<file path="src/rtl/cam_cfg_pkg.sv">
// Shared types and constants for the OV7670 register-init sequencer.
package cam_cfg_pkg;

    typedef enum logic [2:0] {
        ST_IDLE,
        ST_FETCH,
        ST_DECODE,
        ST_SEND,
        ST_WAIT,
        ST_DELAY,
        ST_DONE
    } cfg_state_e;

    // ROM words with special meaning; every other word is {reg, val}.
    localparam logic [15:0] CFG_DELAY_WORD = 16'hFFF0;
    localparam logic [15:0] CFG_END_WORD   = 16'hFFFF;

    // Number of clock cycles in a delay of 'ms' milliseconds at 'clk_f' Hz.
    function automatic int unsigned ms_to_cycles(input int unsigned clk_f,
                                                 input int unsigned ms);
        return clk_f / 1000 * ms;
    endfunction

endpackage

</file>
<file path="src/rtl/cam_delay_timer.sv">
// Loadable down-counter; zero_o is high whenever the count has reached 0.
module cam_delay_timer #(
    parameter int unsigned WIDTH = 8
) (
    input  logic             clk_i,
    input  logic             rst_ni,
    input  logic             load_i,
    input  logic [WIDTH-1:0] value_i,
    output logic             zero_o
);

    logic [WIDTH-1:0] cnt_q, cnt_d;

    // Load takes priority; otherwise count down and park at zero.
    always_comb begin
        cnt_d = cnt_q;
        if (load_i) begin
            cnt_d = value_i;
        end else if (cnt_q != '0) begin
            cnt_d = cnt_q - 1'b1;
        end
    end

    // Counter register, cleared by reset.
    always_ff @(posedge clk_i or negedge rst_ni) begin
        if (!rst_ni) begin
            cnt_q <= '0;
        end else begin
            cnt_q <= cnt_d;
        end
    end

    assign zero_o = (cnt_q == '0);

endmodule

</file>
<file path="src/rtl/cam_config.sv">
// OV7670 bring-up sequencer: walks the registered init ROM and issues one
// SCCB register write per entry, honouring delay and end-of-table markers.
module cam_config
    import cam_cfg_pkg::*;
#(
    parameter int unsigned CLK_F    = 25_000_000,
    parameter int unsigned DELAY_MS = 10,
    parameter int unsigned ADDR_W   = 8
) (
    input  logic              i_clk,
    input  logic              i_rstn,
    input  logic              i_start,
    output logic [ADDR_W-1:0] o_rom_addr,
    input  logic [15:0]       i_rom_data,
    input  logic              i_sccb_ready,
    output logic              o_sccb_start,
    output logic [7:0]        o_sccb_addr,
    output logic [7:0]        o_sccb_data,
    output logic              o_busy,
    output logic              o_done
);

    localparam int unsigned       DELAY_TOTAL = ms_to_cycles(CLK_F, DELAY_MS);
    localparam int unsigned       TMR_W       = (DELAY_TOTAL > 1) ? $clog2(DELAY_TOTAL) : 1;
    // The DELAY state spends load value + 1 cycles, hence the -1.
    localparam logic [TMR_W-1:0]  DELAY_CYC   = TMR_W'(DELAY_TOTAL - 1);
    localparam logic [ADDR_W-1:0] ADDR_LAST   = {ADDR_W{1'b1}};

    cfg_state_e        state_q, state_d;
    logic [ADDR_W-1:0] addr_q, addr_d;
    logic [7:0]        saddr_q, saddr_d;
    logic [7:0]        sdata_q, sdata_d;
    logic              busy_q, busy_d;
    logic              done_q, done_d;
    logic              fetch_q, fetch_d;      // high in the second FETCH cycle
    logic              wfirst_q, wfirst_d;    // high in the first WAIT cycle
    logic              tmr_load, tmr_zero;
    logic              sccb_start;
    logic              advance;

    cam_delay_timer #(
        .WIDTH(TMR_W)
    ) u_delay (
        .clk_i  (i_clk),
        .rst_ni (i_rstn),
        .load_i (tmr_load),
        .value_i(DELAY_CYC),
        .zero_o (tmr_zero)
    );

    // Next-state, address and SCCB request logic.
    always_comb begin
        state_d    = state_q;
        addr_d     = addr_q;
        saddr_d    = saddr_q;
        sdata_d    = sdata_q;
        busy_d     = busy_q;
        done_d     = done_q;
        fetch_d    = fetch_q;
        wfirst_d   = wfirst_q;
        tmr_load   = 1'b0;
        sccb_start = 1'b0;
        advance    = 1'b0;

        case (state_q)
            ST_IDLE, ST_DONE: begin
                if (i_start) begin
                    addr_d  = '0;
                    busy_d  = 1'b1;
                    done_d  = 1'b0;
                    fetch_d = 1'b0;
                    state_d = ST_FETCH;
                end
            end
            ST_FETCH: begin
                // One cycle for the address register, one for the ROM register.
                fetch_d = ~fetch_q;
                if (fetch_q) begin
                    state_d = ST_DECODE;
                end
            end
            ST_DECODE: begin
                if (i_rom_data == CFG_END_WORD) begin
                    busy_d  = 1'b0;
                    done_d  = 1'b1;
                    state_d = ST_DONE;
                end else if (i_rom_data == CFG_DELAY_WORD) begin
                    tmr_load = 1'b1;
                    state_d  = ST_DELAY;
                end else begin
                    saddr_d = i_rom_data[15:8];
                    sdata_d = i_rom_data[7:0];
                    state_d = ST_SEND;
                end
            end
            ST_SEND: begin
                if (i_sccb_ready) begin
                    sccb_start = 1'b1;
                    wfirst_d   = 1'b1;
                    state_d    = ST_WAIT;
                end
            end
            ST_WAIT: begin
                // The master lowers ready a cycle after accepting, so the
                // first WAIT cycle still shows the stale ready.
                wfirst_d = 1'b0;
                if (!wfirst_q && i_sccb_ready) begin
                    advance = 1'b1;
                end
            end
            ST_DELAY: begin
                if (tmr_zero) begin
                    advance = 1'b1;
                end
            end
            default: begin
                state_d = ST_IDLE;
            end
        endcase

        // Step to the next entry, stopping at the top of the address space.
        if (advance) begin
            if (addr_q == ADDR_LAST) begin
                busy_d  = 1'b0;
                done_d  = 1'b1;
                state_d = ST_DONE;
            end else begin
                addr_d  = addr_q + 1'b1;
                fetch_d = 1'b0;
                state_d = ST_FETCH;
            end
        end
    end

    // State and datapath registers; reset aborts any sequence in flight.
    always_ff @(posedge i_clk or negedge i_rstn) begin
        if (!i_rstn) begin
            state_q  <= ST_IDLE;
            addr_q   <= '0;
            saddr_q  <= '0;
            sdata_q  <= '0;
            busy_q   <= 1'b0;
            done_q   <= 1'b0;
            fetch_q  <= 1'b0;
            wfirst_q <= 1'b0;
        end else begin
            state_q  <= state_d;
            addr_q   <= addr_d;
            saddr_q  <= saddr_d;
            sdata_q  <= sdata_d;
            busy_q   <= busy_d;
            done_q   <= done_d;
            fetch_q  <= fetch_d;
            wfirst_q <= wfirst_d;
        end
    end

    assign o_rom_addr   = addr_q;
    assign o_sccb_start = sccb_start;
    assign o_sccb_addr  = saddr_q;
    assign o_sccb_data  = sdata_q;
    assign o_busy       = busy_q;
    assign o_done       = done_q;

endmodule
</file>
<file path="config.mk">
export PLATFORM = sky130hd
export DESIGN_NAME = cam_config
export DESIGN_NICKNAME = d
export VERILOG_FILES = /design/src/rtl/cam_cfg_pkg.sv /design/src/rtl/cam_delay_timer.sv /design/src/rtl/cam_config.sv
export SDC_FILE = /design/constraint.sdc
export NUM_CORES = 1
export LEC_CHECK = 0
export ABC_AREA = 0
export BUFFER_PORTS_ARGS = -buffer_cell sky130_fd_sc_hd__buf_2
export CAP_MARGIN = 20
export CORE_MARGIN = 3
export CORE_UTILIZATION = 34
export CTS_CLUSTER_DIAMETER = 80
export CTS_CLUSTER_SIZE = 24
export DETAILED_ROUTE_END_ITERATION = 10
export MAX_ROUTING_LAYER = met4
export SETUP_SLACK_MARGIN = 0.2
export SYNTH_ARGS = -nofsm -noshare
export SYNTH_HDL_FRONTEND = slang
export SYNTH_SLANG_ARGS = --single-unit
</file>
<file path="constraint.sdc">
create_clock -name i_clk -period 5.5 [get_ports i_clk]
set_input_delay 0.275 -clock i_clk [delete_from_list [all_inputs] [get_ports i_clk]]
set_output_delay 0.275 -clock i_clk [all_outputs]
set_load 0.005 [all_outputs]
</file>
# Word-level counts from Yosys, hierarchy flattened
# Index checks and enable logic that the tools add are counted.
[word_totals]
regBits = 49
input_bits = 20
output_inout_bits = 27
word_cells = 78
[classes]
n_reduce_logical = 12
bitwise_logic = 3
n_eq_ne = 14
mux = 38
n_addsub = 2
[ops]
columns = ["operator", "n"]
rows = [
  ["two-way mux 18 bit", 2],
  ["== test 16 bit, second input constant", 2],
  ["two-way mux 8 bit", 4],
  ["two-way mux 3 bit", 7],
  ["two-way mux 1 bit", 19],
  ["logical NOT 18 bit", 1],
  ["nonzero test 18 bit", 1],
  ["subtractor 18 x 1 -> 18 bit, second input constant", 1],
  ["one-hot mux 3 bit (5 select lines)", 1],
  ["one-hot mux 1 bit (2 select lines)", 5],
  ["== test 3 bit, second input constant", 3],
  ["inequality test 3 bit, second input constant", 3],
  ["adder 8 x 1 -> 8 bit, second input constant", 1],
  ["== test 8 bit, second input constant", 1],
  ["== test 3 x 2 -> 1 bit, second input constant", 2],
  ["AND reduction 4 bit", 1],
  ["nonzero test 2 bit", 2],
  ["OR reduction 2 bit", 2],
  ["== test 3 x 1 -> 1 bit, second input constant", 1],
  ["logical NOT 3 bit", 1],
  ["inverter 1 bit", 3],
  ["AND reduction 3 bit", 1],
  ["inequality test 2 x 1 -> 1 bit, second input constant", 1],
  ["inequality test 2 bit, second input constant", 1],
  ["other kinds (3)", 3],
]

# Longest topological paths before layout
# Gate-level depths: netlist of run 1.
[depth]
ltp_word = 6
depth_mapped = 8
depth_no_buf = 7

# Hierarchy
# From an unflattened synthesis of run 1, not the netlist that was laid out.
[hier_totals]
hier_cells = 275
area_unflattened_um2 = 2780.2
[by_module_without_submodules]
columns = ["module", "area_each_um2", "cells_each", "seq_area_each_um2", "n_inst"]
rows = [
  ["cam_config", 1639.1, 148, 775.7, 1],
  ["cam_delay_timer", 1141.1, 127, 450.4, 1],
]

# Worst setup path before layout of run 1
# No wires, ideal clock.
[synth_path]
kind = "reg-to-reg"
from = "reg u_delay.cnt_q[4]"
to = "reg addr_q[0] (netlist: o_rom_addr[0])"
period_less_slack_ps = 1855
slack_ps = 3645
arrival_ps = 1730
n_path_buf = 1
required_ps = 5375
setup_ps = 125
path_stages_with_launch = 7
path_cell_list = "dfrtp_1 > buf_6 > nor4_4 > nand3_2 > o21ai_4 > a21oi_2 > mux2_4"
[synth_between]
elab_chain_len = 4
[synth_rtl]
columns = ["element", "line", "source"]
rows = [
  ["from (decl)", "cam_delay_timer.sv:12", "logic [WIDTH-1:0] cnt_q, cnt_d;"],
  ["from (signal assigned)", "cam_delay_timer.sv:29", "cnt_q <= cnt_d;"],
  ["logical NOT 18 bit", "cam_delay_timer.sv:33", "assign zero_o = (cnt_q == '0);"],
  ["two-way mux 1 bit", "cam_config.sv:112", "if (tmr_zero) begin"],
  ["one-hot mux 1 bit (2 select lines)", "cam_config.sv:65", "case (state_q)"],
  ["two-way mux 8 bit", "cam_config.sv:122", "if (advance) begin"],
  ["net addr_d[0]", "cam_config.sv:30", "logic [ADDR_W-1:0] addr_q, addr_d;"],
  ["to (signal assigned)", "cam_config.sv:148", "addr_q <= addr_d;"],
  ["to (decl)", "cam_config.sv:30", ""],
]
# The timed path passes the listed nets, and every way through them passes these cells.
# A chain may end at the register's enable or synchronous reset.

# Final worst setup path of run 1
[layout_path]
from = "reg u_delay.cnt_q[0]"
to = "reg addr_q[0] (netlist: o_rom_addr[0])"
# Same word-level chain as after synthesis.

==> flow_metrics.tcl, run 1 <==
set metrics [dict create \
    clkTransAtPathRegs_ns 0.09 \
    drt_iter0_markers 118 \
    hold_class "in2async" \
    required_ns 5.69 \
    dieWidth_um 93.3 \
    num_vias 2021 \
    cts.sinks 49 \
    ant_nets 0 \
    drc_errors 0 \
    fin_cells 396 \
    globalplace.congestion 0.802 \
    die_area_sq_um 8700 \
    leakagePower_uw 0.00121 \
    layout_commonest_cell "dfrtp_1" \
    num_rows 31 \
    path_class "reg2reg" \
    grtUsageTotal_pct 13.7 \
    status "completed" \
    ir_worst_vdd_uv 196 \
    arrival_ns 2.54 \
    drive_above_1_share_pct 29.3 \
    grt_max_degree 50 \
    post_cts_buffers 0 \
    finalHoldViolations 0 \
    power_density_nw_per_um2 347 \
    ys_warn_count 0 \
    syn-instance-count 251 \
    core_area_sq_um 7330 \
    worstPathCellList "inv_1, ha_1, nor4b_1, nand4_1, o21ai_4, a21oi_2, mux2_4" \
    die_y_um 93.3 \
    cts_max_path_buffers 2 \
    finalSetupViolCount 0 \
    synth.distinct_cells 52 \
    dpl.hpwl_mm 4.01 \
    cp_slowest_cell "nand4_1" \
    mostFrequentLayoutCells "dfrtp_1 (49), buf_2 (46), nor2_1 (20)" \
    clock_skew_ns 0.00779 \
    port_buffers 46 \
    post_cts_resized 0 \
    synth.avg_cell_area_sq_um 10.3 \
    netlist_area_sq_um 2590 \
    fmax_mhz 426 \
    syn_nets 274 \
    seq_area_frac_synth_pct 47.3 \
    clk_latency_ns 0.30 \
    drt-total-wl_mm 5.48 \
    cts_tree "built" \
    worst_slew_pin_slew_ns 0.654 \
    numCtsBuffers 5 \
    fin_nets 319 \
    grt_pass1_vias 2018 \
    synth-seq-cells 49 \
    grt_pass1_wl_mm 9.49 \
    antennaDiodeCount 0 \
    via_per_inst 5.10 \
    ios 47 \
    dp.cells 388 \
    max_cap_viol_count 0 \
    relSlewSlack_pct 56.1 \
    gr-total-overflow 0 \
    synthToLayoutAreaGrowth_pct 16.0 \
    period_share_pct 42.7 \
    post-route-util_pct 41.0 \
    end_kind "flop" \
    finalCriticalPeriod_ns 2.35 \
    slew_viol_final 0 \
    final.setup.tns_ns 0 \
    clock-root-buffer "clkbuf_8" \
    synth_edf_count 0 \
    drtPass1Iterations 4 \
    start_util_pct 35.3 \
    worstPathMaxFanout 11 \
    avgRoutedWirePerCell_um 13.8 \
    synthFlopType "dfrtp_1" \
    antenna_found_initial 0 \
    max_stage_delay_ns 0.49 \
    cts-hold-fix-buffers 0 \
    rsz0062_at_grt "false" \
    ys_async_sr_fraction_pct 100 \
    start_kind "flop" \
    h-tree-depth 2 \
]
metal layers:
layer,GRT usage (%),share of wire [%],wire length [um]
met2,20.8,46,2510
met5,-,0,0
met3,2.90,3.6,199
met4,3.05,0.73,40
met1,18.9,50,2730
area by class of cell:
class | instances | area, sq um
fillers | 713 | 4330
multi-input cells | 186 | 1290
flip-flops and latches | 49 | 1230
repair buffers | 48 | 249
well taps | 99 | 124
clock buffers | 6 | 82.6
inverters | 6 | 22.5
clock inverters | 2 | 13.8
stage by stage:
step / instance area, sq um / worst slack [ns] / power (uW) / hold slack, ns
3_5_place_dp: 2910 / 3.18 / 830 / 0.424
6_report: 3010 / 3.15 / 1040 / 0.0694
5_1_grt: 3010 / 2.97 / 1120 / 0.122
3_3_place_gp: 2900 / 3.24 / 819 / 0.420
2_1_floorplan: 2590 / 3.64 / 712 / -0.0206
4_1_cts: 3010 / 3.16 / 1060 / 0.0954
Yosys cell counts (all sizes together) (2+ instances only):
cell    count  area share [%]
and2        2            0.53
dfrtp      49              47
a21oi      10             2.1
a22o        4             1.4
nor4        6             2.6
ha          3             1.4
nand4       9             2.8
nor3        8             1.9
o21ai      16             3.5
nand2b      3            0.82
inv         6            0.87
or2         3            0.72
nor4b       2            0.68
or4         3            0.87
nor2       20             2.9
o211ai      4             1.2
o22ai       2            0.48
mux2       17             7.5
xnor2       2            0.68
and3        2            0.48
nand3      21             4.4
buf         4             1.3
a31oi       3            0.72
o31ai       3            0.87
nor2b       2            0.48
xor2       11             3.7
clkbuf      6            0.87
nand2      18             2.6
state kept, by name (all words and copies together), names as in the netlist:
register,count
o_rom_addr,8
fetch_q,1
o_sccb_data,8
state_q,3
o_busy,1
u_delay.cnt_q,18
wfirst_q,1
o_done,1
o_sccb_addr,8
cell families (layout without fill, tap and decap cells):
logic type / after synthesis / after routing / share of synthesized area [%]
compound gates: 47 / 47 / 11.9
xor+xnor: 13 / 13 / 4.39
fa+ha+maj: 3 / 3 / 1.45
flops: 49 / 49 / 47.3
mux: 17 / 17 / 7.53
buf+inv: 16 / 62 / 2.99
simple gates: 106 / 106 / 24.4
critical path, delay by kind of cell (launching register included):
family          cells  cell delay, ns
fa+ha+maj           1            0.16
buf+inv             1            0.09
simple gates        2            0.71
mux                 1            0.27
compound gates      2            0.60
flops               1            0.42
path summary, 6_finish.rpt:
kind | from | depth (start not counted) | end | slack (ns)
worst max-delay path | u_delay.cnt_q[0] | 7 | o_rom_addr[0] | 3.15
worst min-delay path | i_rstn | 2 | wfirst_q | 0.07
worst max register to register | u_delay.cnt_q[0] | 7 | o_rom_addr[0] | 3.15
worst min register to register | wfirst_q | 2 | wfirst_q | 0.51
max in group asynchronous | i_rstn | 2 | u_delay.cnt_q[6] | 5.01
min in group i_clk | i_rom_data[8] | 2 | o_sccb_addr[0] | 0.21
where the power goes:
part           switching (uW)  total (uW)  internal, uW  leakage [uW]
combinational             133         297           164      0.000598
sequential               75.5         522           446      0.000562
clock                     121         223           102     0.0000512
total                     329        1040           713       0.00121
Note: power is estimated with default switching activity, not from simulation.
==> run 2, diff against run 1 <==
- ABC_AREA: 0 -> 1
- clock period: 5.5 -> 2.2 ns (I/O delays scaled with it)
==> flow_metrics.tcl, run 2 <==
set metrics [dict create \
    rsz0062_at_grt "false" \
    met1Wirelength_mm 3.17 \
    worstHoldEndpoint "o_sccb_addr[0]" \
    grtUsageTotal_pct 14.8 \
    r2r_cells 9 \
    worst_slew_pin_slew_ns 0.516 \
    dpl.hpwl_mm 5.01 \
    path_class "reg2reg" \
    synthTopCellsByArea "dfrtp_1 (42%), nand2_1 (16%), nand3_1 (5.2%)" \
    worstPathCellList "inv_1, ha_1, nand3_1, nor2_2, nand4_1, nand2_2, nand2_1, nand2_1, nand2_1" \
    worstReg2RegEnd "state_q[0]" \
    die_area_sq_um 9720 \
    start_util_pct 35.3 \
    ir_worst_vdd_uv 589 \
    synthToLayoutAreaGrowth_pct 14.9 \
    clock-root-buffer "clkbuf_8" \
    yosysTopAreaCell "dfrtp_1" \
    h-tree-depth 2 \
    ant_nets 0 \
    path_common_cell "nand2_1" \
    grt_pass1_wl_mm 11.7 \
    r2r_slack_ns 0.51 \
    netlist_area_sq_um 2910 \
    min_path_cells 3 \
    ios 47 \
    drt_iter0_markers 95 \
    finalCriticalPeriod_ns 1.69 \
    relSlewSlack_pct 65.6 \
    drtPass1Iterations 4 \
    cts_max_path_buffers 2 \
    grt_max_degree 23 \
    cts.sinks 49 \
    hold_class "in2reg" \
    finalHoldViolations 0 \
    place_ws_ns 0.405 \
    synthFlopType "dfrtp_1" \
    max_cap_viol_count 0 \
    finalSetupViolCount 0 \
    antennaDiodeCount 0 \
    synth_most_common_cell "nand2_1" \
    synth.distinct_cells 31 \
    synth-seq-cells 49 \
    drc_errors 0 \
    crit_buf_inv 1 \
    reg2reg_from "u_delay.cnt_q[0]" \
    drive_above_1_share_pct 20.3 \
    drt-total-wl_mm 6.60 \
    port_buffers 46 \
    antenna_found_initial 0 \
    status "completed" \
    dieWidth_um 98.6 \
    clk_latency_ns 0.30 \
    arrival_ns 1.89 \
    final.setup.tns_ns 0 \
    ys_async_sr_fraction_pct 100 \
    netlist.area_leader.share_pct 42.1 \
    hp-start "i_rom_data[8]" \
    fmax_mhz 591 \
    power_density_nw_per_um2 884 \
    required_ns 2.40 \
    ys_warn_count 0 \
    layout_commonest_cell "nand2_1" \
    top_layer "met4" \
    yosys-top-cells-count "nand2_1 (127), dfrtp_1 (49), inv_1 (39), nor2_1 (31), nand3_1 (30)" \
    numCtsBuffers 5 \
    largest_reg_flops 18 \
    cts_tree "built" \
    seq_area_frac_synth_pct 42.1 \
    end_kind "flop" \
    wl_met2_mm 3.13 \
    critical_path.top_delay_family "simple AND/OR/NAND/NOR gates" \
    gr-total-overflow 0 \
    synth_edf_count 0 \
    leakagePower_uw 0.00174 \
    worstPathMaxFanout 13 \
    period_share_pct 76.9 \
    clock_skew_ns 0.00663 \
    via_per_inst 4.79 \
    fin_ws_ns 0.508 \
    mostFrequentLayoutCells "nand2_1 (127), dfrtp_1 (49), buf_2 (46)" \
    grt_pass1_vias 2524 \
    clkTransAtPathRegs_ns 0.09 \
    globalplace.congestion 0.856 \
    finalPower_uw 2960 \
    route.met3.wl_um 215 \
    fin_nets 466 \
    num_vias 2631 \
    avgRoutedWirePerCell_um 12.0 \
    slew_viol_final 0 \
    num_rows 33 \
    synth.avg_cell_area_sq_um 7.41 \
    regMostFlops "u_delay.cnt_q" \
    hold_ws_ns 0.0196 \
    max_stage_delay_ns 0.37 \
    syn_nets 416 \
    syn-instance-count 393 \
    core_area_sq_um 8260 \
    start_kind "flop" \
    die_y_um 98.6 \
    cp_slowest_cell "dfrtp_1" \
]
run 2: power by group:
part | internal (uW) | switching (uW) | total [uW]
clock | 256 | 316 | 571
combinational | 415 | 725 | 1140
sequential | 1110 | 139 | 1250
total | 1780 | 1180 | 2960
run 2: per-stage QoR:
step	std cells	instance area, sq um	util [%]
6_report	549	3350	40.6
3_3_place_gp	540	3240	39.2
2_1_floorplan	393	2910	-
4_1_cts	549	3340	40.5
3_5_place_dp	540	3240	39.2
5_1_grt	549	3350	40.6
run 2: worst max path at each step:
stage / depth (start not counted) / endpoint / slack [ns] / start
floorplan: 9 / state_q[1] / 0.81 / o_rom_addr[0]
global placement: 9 / o_rom_addr[1] / 0.50 / u_delay.cnt_q[0]
detailed placement: 9 / o_rom_addr[1] / 0.41 / u_delay.cnt_q[0]
CTS: 9 / o_rom_addr[1] / 0.38 / u_delay.cnt_q[0]
global route: 9 / o_rom_addr[1] / 0.31 / u_delay.cnt_q[0]
finish: 9 / state_q[0] / 0.51 / u_delay.cnt_q[0]
run 2: cell families (layout without fill, tap and decap cells):
kind of cell               count (synthesis)  in the layout  share of synthesized area [%]
AOI/OAI and AO/OA                         50             50                           9.36
xor gates and xnor gates                   9              9                           2.71
adders and majority gates                  3              3                           1.29
buffers and inverters                     55            106                           8.50
DFF                                       49             49                           42.1
and+or+nand+nor                          227            227                           36.1
run 2: metal layers:
layer,GRT usage [%],vias up
li1,-,1357
met1,19.0,1224
met2,24.3,45
met3,2.62,5
met4,3.78,0
met5,-,-
run 2: worst register-to-register path, delay by kind of cell, from the launching register on:
family	cells	cell delay (ns)
and+or+nand+nor	7	0.89
adders and majority gates	1	0.19
DFF	1	0.37
buffers and inverters	1	0.13
run 2: area by class of cell:
class / count / area (sq um)
fill: 871 / 4910
multi-input combinational: 289 / 1450
sequential: 49 / 1230
timing repair buffer: 51 / 270
inverter: 47 / 178
tap: 105 / 131
clock buffer: 6 / 82.6
clock inverter: 2 / 13.8
run 2: repair_timing:
| action | 4_1_cts | 5_1_grt |
|---|---|---|
| endpoints found under the hold margin | 20 | 0 |
| buffers inserted | 0 | 0 |
| endpoints found under the setup margin | 0 | 1 |
| resized for setup | 0 | 1 |
| hold buffers | 1 | 0 |
==> run 3, diff against run 2 <==
- clock period: 2.2 -> 1.5 ns (I/O delays scaled with it)
==> flow_metrics.tcl, run 3 (same netlist as run 2, synthesis figures left out) <==
set metrics [dict create \
    status "finished with violations" \
    violations "setup timing" \
    cts_max_path_buffers 2 \
    min_path_cells 3 \
    max_cap_viol_count 0 \
    drive_above_1_share_pct 35.6 \
    max_stage_delay_ns 0.42 \
    arrival_ns 1.44 \
    relSlewSlack_pct 67.9 \
    die_area_sq_um 9720 \
    path_common_cell "inv_2" \
    antennaDiodeCount 0 \
    ir_worst_vdd_uv 787 \
    grt_pass1_vias 2878 \
    sw_frac_of_total_pct 40.2 \
    power_frac_comb_pct 45.5 \
    drc_errors 0 \
    gr-total-overflow 0 \
    layout_commonest_cell "nand2_1" \
    largest_reg_flops 18 \
    grtUsageTotal_pct 16.6 \
    cts.sinks 49 \
    reg2reg_from "u_delay.cnt_q[13]" \
    hold_class "in2reg" \
    worstPathCellList "inv_2, nand2_2, inv_2, nand2_1, nor2_1, buf_2" \
    num_rows 33 \
    clkTransAtPathRegs_ns 0.09 \
    power_density_nw_per_um2 1200 \
    num_vias 2915 \
    hp-start "i_sccb_ready" \
    h-tree-depth 2 \
    port_buffers 46 \
    drt_iter0_markers 113 \
    power_frac_seq_pct 37.9 \
    rsz0062_at_grt "true" \
    fmax_mhz 658 \
    antenna_found_initial 0 \
    worst_slew_pin_slew_ns 0.482 \
    worstPathMaxFanout 5 \
    core_area_sq_um 8260 \
    period_share_pct 101 \
    place_ws_ns -0.0327 \
    fin_ws_ns -0.0196 \
    cp_slowest_cell "dfrtp_1" \
    die_y_um 98.6 \
    finalSetupViolCount 1 \
    hold_ws_ns 0.117 \
    dieWidth_um 98.6 \
    r2r_cells 9 \
    slew_viol_final 0 \
    drt-total-wl_mm 7.54 \
    p_clk_share_pct 16.6 \
    cts_tree "built" \
    required_ns 1.42 \
    drtPass1Iterations 7 \
    clk_latency_ns 0.31 \
    worstHoldEndpoint "wfirst_q" \
    regMostFlops "u_delay.cnt_q" \
    leakagePower_uw 0.00210 \
    clock_skew_ns 0.00523 \
    finalHoldViolations 0 \
    end_kind "primary output" \
    via_per_inst 4.77 \
    ios 47 \
    mostFrequentLayoutCells "nand2_1 (117), dfrtp_1 (47), buf_2 (46)" \
    r2r_slack_ns 0.02 \
    finalCriticalPeriod_ns 1.52 \
    p_switching_uw 1970 \
    start_kind "flop" \
    avgRoutedWirePerCell_um 12.3 \
    globalplace.congestion 0.882 \
    synthToLayoutAreaGrowth_pct 40.4 \
    start_util_pct 35.3 \
    internal_power_uw 2930 \
    grt_pass1_wl_mm 13.1 \
    worstReg2RegEnd "o_rom_addr[2]" \
    numCtsBuffers 5 \
    ant_nets 0 \
    grt_max_degree 32 \
    path_class "reg2out" \
    clock-root-buffer "clkbuf_8" \
    fin_nets 528 \
    dpl.hpwl_mm 5.33 \
]
-- run 3: critical path: cells and delay by family (launching register included) --
kind,cells,cell delay [ns]
flip-flops,1,0.42
buffers and inverters,3,0.36
AND/OR/NAND/NOR,3,0.35
-- run 3: through the flow --
| step | util, % | TNS (ns) | cell area (sq um) | instances | total power (uW) |
|---|---|---|---|---|---|
| 4_1_cts | 48.3 | 0 | 3990 | 610 | 4700 |
| 2_1_floorplan | - | 0 | 2960 | 393 | 3050 |
| 3_5_place_dp | 42.5 | -0.0948 | 3510 | 569 | 3660 |
| 3_3_place_gp | 42.5 | -0.134 | 3510 | 569 | 3640 |
| 6_report | 49.5 | -0.0196 | 4090 | 611 | 4900 |
| 5_1_grt | 49.5 | -1.73 | 4090 | 611 | 5290 |
-- run 3: worst max-delay path by stage --
stage	from	end	slack, ns
2_1_floorplan	u_delay.cnt_q[1]	u_delay.cnt_q[0]	0.17
3_3_place_gp	u_delay.cnt_q[9]	o_rom_addr[0]	-0.03
3_5_place_dp	u_delay.cnt_q[9]	o_rom_addr[2]	-0.03
4_1_cts	state_q[1]	o_rom_addr[0]	0.02
5_1_grt	u_delay.cnt_q[10]	o_rom_addr[0]	-0.11
6_report	state_q[2]	o_sccb_start	-0.02
-- run 3: layer usage --
layer  up-vias  GRT usage [%]  share of wire (%)
met5         -              -                  0
met4         0           4.83                1.6
met3        11           2.90                3.6
met2        61           25.8                 47
met1      1364           22.5                 47
li1       1479              -                  -
-- run 3: power groups by stage --
stage               Sequential, uW  Combinational (uW)  Clock, uW
floorplan                     1850                1200          0
global placement              1860                1780          0
detailed placement            1850                1810          0
CTS                           1830                2030        846
global route                  1890                2500        899
finish                        1850                2230        813
-- run 3: what timing repair did --
action	CTS	global route
buffers inserted	16	1
gates resized for setup	27	40
hold buffers	17	0
hold endpoints to repair	34	0
pin swaps	13	9
setup endpoints to repair	49	49
-- run 3: layout make-up --
cell class                      instances  area (sq um)
Clock buffer                            5          68.8
Clock inverter                          3          21.3
Fill cell                             820          4170
Inverter                               47           178
Multi-Input combinational cell        289          1620
Sequential cell                        49          1230
Tap cell                              105           131
Timing Repair Buffer                  113           845
